--- src/rtl/dsp_mac_sequencer.sv ---
// Streaming multiply-accumulate controller for one DSP48A1 slice.
// Each accepted operand pair carries a tag through a delay pipe that lines up with the slice's M, OPMODE and P registers.
module dsp_mac_sequencer #(
  parameter int LEN_W      = 16,
  parameter int PIPE_DEPTH = 2
) (
  input  logic             CLK,
  input  logic             RST_N,
  input  logic             start,
  input  logic [LEN_W-1:0] len,
  output logic             busy,
  input  logic             in_valid,
  output logic             in_ready,
  input  logic [17:0]      in_a,
  input  logic [17:0]      in_b,
  output logic [17:0]      dsp_a,
  output logic [17:0]      dsp_b,
  output logic [7:0]       dsp_opmode,
  output logic             dsp_cea,
  output logic             dsp_ceb,
  output logic             dsp_cem,
  output logic             dsp_ceopmode,
  output logic             dsp_cep,
  input  logic [47:0]      dsp_p,
  output logic             res_valid,
  input  logic             res_ready,
  output logic [47:0]      res_data
);

  localparam logic [7:0] OPM_IDLE = 8'h00;
  localparam logic [7:0] OPM_LOAD = 8'h01;  // X=M, Z=0: first product restarts the sum
  localparam logic [7:0] OPM_ACC  = 8'h09;  // X=M, Z=P

  typedef enum logic [2:0] {
    S_IDLE,
    S_RUN,
    S_DRAIN,
    S_CAPTURE,
    S_DONE
  } state_t;

  typedef struct packed {
    logic valid;
    logic first;
    logic last;
  } tag_t;

  state_t                state_q, state_d;
  logic [LEN_W-1:0]      len_q, len_d;
  logic [LEN_W-1:0]      cnt_q, cnt_d;
  logic [47:0]           res_q, res_d;
  tag_t [PIPE_DEPTH-1:0] pipe_q;
  tag_t [PIPE_DEPTH:0]   stage;
  tag_t                  push;
  logic                  accept;
  logic                  last_pair;
  logic                  last_cep;

  assign accept    = in_valid & in_ready;
  assign last_pair = (cnt_q == len_q - LEN_W'(1));

  always_comb begin
    push.valid = accept;
    push.first = accept & (cnt_q == '0);
    push.last  = accept & last_pair;
  end

  // stage[k] is the tag pushed k cycles ago; stage[0] is this cycle's push.
  assign stage    = {pipe_q, push};
  assign last_cep = stage[PIPE_DEPTH].valid & stage[PIPE_DEPTH].last;

  // NOTE: sequential state is updated with <= so every register samples pre-edge values; combinational blocks use =.
  always_ff @(posedge CLK or negedge RST_N) begin
    if (!RST_N) begin
      state_q <= S_IDLE;
    end else begin
      state_q <= state_d;
    end
  end

  // NOTE: every combinational output gets a default first so no path leaves it unassigned and infers a latch.
  always_comb begin
    state_d = state_q;
    unique case (state_q)
      S_IDLE: begin
        if (start) state_d = (len != '0) ? S_RUN : S_DONE;
      end
      S_RUN: begin
        if (accept && last_pair) state_d = S_DRAIN;
      end
      S_DRAIN: begin
        if (last_cep) state_d = S_CAPTURE;
      end
      S_CAPTURE: begin
        state_d = S_DONE;
      end
      S_DONE: begin
        if (res_ready) state_d = S_IDLE;
      end
      default: begin
        state_d = S_IDLE;
      end
    endcase
  end

  always_comb begin
    busy         = (state_q != S_IDLE);
    in_ready     = (state_q == S_RUN);
    res_valid    = (state_q == S_DONE);
    dsp_cea      = accept;
    dsp_ceb      = accept;
    dsp_cem      = busy;
    dsp_ceopmode = busy;
    dsp_cep      = stage[PIPE_DEPTH].valid;
    dsp_opmode   = OPM_IDLE;
    if (stage[PIPE_DEPTH-1].valid) begin
      dsp_opmode = stage[PIPE_DEPTH-1].first ? OPM_LOAD : OPM_ACC;
    end
  end

  assign dsp_a    = in_a;
  assign dsp_b    = in_b;
  assign res_data = res_q;

  always_comb begin
    len_d = len_q;
    cnt_d = cnt_q;
    res_d = res_q;
    unique case (state_q)
      S_IDLE: begin
        if (start) begin
          len_d = len;
          cnt_d = '0;
          if (len == '0) res_d = '0;
        end
      end
      S_RUN: begin
        if (accept) cnt_d = cnt_q + LEN_W'(1);
      end
      S_CAPTURE: begin
        res_d = dsp_p;
      end
      default: begin
      end
    endcase
  end

  // NOTE: the tag pipe is reset, unlike a data store, because a stale valid bit would fire CEP into the next job.
  always_ff @(posedge CLK or negedge RST_N) begin
    if (!RST_N) begin
      len_q  <= '0;
      cnt_q  <= '0;
      res_q  <= '0;
      pipe_q <= '0;
    end else begin
      len_q  <= len_d;
      cnt_q  <= cnt_d;
      res_q  <= res_d;
      pipe_q <= stage[PIPE_DEPTH-1:0];
    end
  end

endmodule
--- config.mk ---
export PLATFORM = sky130hd
export DESIGN_NAME = dsp_mac_sequencer
export DESIGN_NICKNAME = d
export VERILOG_FILES = /design/src/rtl/dsp_mac_sequencer.sv
export SDC_FILE = /design/constraint.sdc
export NUM_CORES = 1
export LEC_CHECK = 0
export ABC_AREA = 1
export CORE_ASPECT_RATIO = 1.4
export CORE_MARGIN = 2
export CORE_UTILIZATION = 60
export CTS_CLUSTER_SIZE = 30
export DETAILED_ROUTE_END_ITERATION = 6
export DONT_BUFFER_PORTS = 1
export PLACE_DENSITY = 0.76
export SLEW_MARGIN = 20
export SYNTH_ARGS = -nofsm -noshare
export SYNTH_HDL_FRONTEND = slang
export SYNTH_SLANG_ARGS = --single-unit
--- constraint.sdc ---
create_clock -name CLK -period 2.04 [get_ports CLK]
set_input_delay 0 -clock CLK [delete_from_list [all_inputs] [get_ports CLK]]
set_output_delay 0 -clock CLK [all_outputs]
set_load 0.05 [all_outputs]
==> metrics.cfg <==
[routing]
drc=0
drt_iter0_markers=272
ant_nets=0
vias=4009
viasPerCell=5.36
wl_mm=11.6
wl_per_cell_um=15.5
firstDrtPassIters=5

[timing]
rsz0062_at_grt=false
fin_skew_ps=4.12
hold_viol_final=0
min_period_over_period=0.920
slew_headroom=0.650
period_needed_ps=1880
tns_ps=0
fmax_ghz=0.533
report.final.slew_viol_count=0
worst_slew_pin_slew_ps=525
setup_viol=0

[placed_design]
dp_hpwl_mm=7.78
gp_congestion=0.979
numPortBuffers=0
dp_cells=663

[logic_synthesis]
synth_top_area_frac=0.468
synth_area_leader_cell=dfrtp_1
syn_avg_cell_area_um2=7.76
synth_seq_area_share=0.468
ys_types=33
netlist_instances=606
syn_area_um2=4700
ys_top_cells_by_area=dfrtp_1, nand2_1, inv_1
synth-seq-cells=88
ys_warn_count=0

[clocking]
cts_tree=built
cts_made_buffers=9
clock_path_buffers=2
clk_pin_slew_worst_paths_ps=80
htreeDepth=3
insertion_delay_ps=350
clkSinkCount=88
cts_root_buffer=clkbuf_8

[layout]
drive_gt1_frac=0.0787
final_cell_mix=nand2_1, inv_1, dfrtp_1
seqCellArea_um2=2200
syn_to_final_growth_pct=16.4
antenna_cells=0
multiInputGateArea_um2=1770
layoutNonFillerInstCount=748
layout_commonest_cell=nand2_1
finalNetCount=752
n_fill_cell=566

[setup_path]
path_cells=inv_1 -> ha_2 -> xor2_1 -> nand2_1 -> nor2_1 -> nand2_1 -> nor2_1 -> nand3_1 -> nor2_1 -> nand2_1 -> nand2_1 -> a21boi_0
cp_num_buf_inv=1
end_kind=flop
crit_family=simple AND/OR/NAND/NOR gates
required_ps=2280
crit_path_frequent_cell=nand2_1
crit_path_max_fanout=3
crit_path_start_kind=flop
max_stage_delay_ps=380
cp.arrival_ps=2110
crit_type=reg -> reg
rr_worst_depth=12
r2r_end=state_q[0]
worstReg2RegStart=len_q[0]
crit_slowest_cell=dfrtp_1
r2r_slack_ps=160

[floorplan]
rows=38
num_io_pins=205
die_height_um=109
die_area_um2=8570
fp.dieW_um=78.8
core_area_um2=7650
start_util=0.614

[worst_hold_path]
hold_path.class=in -> out
hp-start=in_b[11]
hold_depth=0
hold_end=dsp_b[11]

[global_routing]
grt_overflow=0
grt_usage=0.283
grt_pass1_wl_mm=18.8
grt_pass1_vias=4009
antenna_found_initial=0
grt_max_degree=89

[status]
status=complete, no violations

[pwr]
power_leakage_uw=0.00281
vdd_drop_max_mv=1.35
power.density_nw_per_um2=1520

[flow_run]
max-cap-violations=0

## metrics by stage
stage          instance area (um^2)  power (uW)  hold slack (ps)  worst slack (ps)   util
6_report                       5470        8310           0.0220               164  0.715
3_3_place_gp                   4540        6790             -293               193  0.593
2_1_floorplan                  4720        6420             -296               220      -
5_1_grt                        5470        8870           0.0957              20.8  0.715
4_1_cts                        5410        8200             -683              74.2  0.707
3_5_place_dp                   4540        6860             -293               107  0.593
## sequential cells by signal (all words and copies together), names as in the netlist
signal,count
state_q,3
cnt_q,16
len_q,16
dsp_cep,1
res_data,48
pipe_q,4
## power by group
group	internal, uW	switching, uW
logic	914	1880
clock network	631	610
registers	2320	1950
## cells in the mapped netlist
library cell / count
nand2_1: 157
inv_1: 96
dfrtp_1: 88
o21ai_0: 66
buf_4: 46
nor2_1: 41
nand3_1: 28
a21oi_1: 10
clkbuf_1: 8
xor2_1: 8
nor4_1: 7
nand4_1: 6
nor3_1: 6
buf_2: 5
nor2_2: 4
xnor2_1: 4
ha_1: 3
o21ai_1: 3
a211oi_1: 2
a21boi_0: 2
inv_2: 2
nand2_4: 2
nand3_4: 2
a21oi_2: 1
and2_1: 1
buf_1: 1
conb_1: 1
nand2_2: 1
nand2_8: 1
nand3b_1: 1
nor2_4: 1
nor4_2: 1
or2_2: 1
## worst max path at each step
| stage | to | cells past startpoint | startpoint |
|---|---|---|---|
| final | state_q[0] | 12 | len_q[0] |
| after global routing | cnt_q[13] | 10 | state_q[1] |
| after CTS | state_q[0] | 13 | len_q[0] |
| after detailed placement | state_q[0] | 13 | len_q[0] |
| after global placement | state_q[0] | 13 | len_q[0] |
| after floorplan | cnt_q[14] | 11 | state_q[1] |
## metal layers
metal	vias up	wire length, um	GRT usage
met1	1900	4270	0.318
met3	27	850	0.0886
met2	185	6210	0.501
li1	1897	-	-
met4	0	289	0.108
met5	-	0	0
## layout make-up
type / instances / share of cell area
tap: 100 / 0.0229
clock inverter: 4 / 0.00960
multi-input combinational: 365 / 0.323
timing repair buffer: 82 / 0.147
sequential: 88 / 0.402
inverter: 98 / 0.0672
clock buffer: 11 / 0.0277
## timing repair
| item | CTS | global route |
|---|---|---|
| buffers inserted | 0 | 1 |
| endpoints found under the setup margin | 0 | 2 |
| hold buffers | 67 | 2 |
| gates resized for setup | 0 | 6 |
| endpoints found under the hold margin | 160 | 88 |
## cells by family after synthesis
| kind of cell | Yosys count | share of synthesized area |
|---|---|---|
| XOR/XNOR | 12 | 0.0224 |
| AND/OR/NAND/NOR | 260 | 0.244 |
| adder cells (fa/ha/maj) | 3 | 0.00798 |
| AO/OA/AOI/OAI | 84 | 0.0923 |
| flip-flops | 88 | 0.468 |
| buffers and inverters | 158 | 0.164 |
| other | 1 | 0.000798 |
No activity file was read; power rests on OpenSTA's default activity.
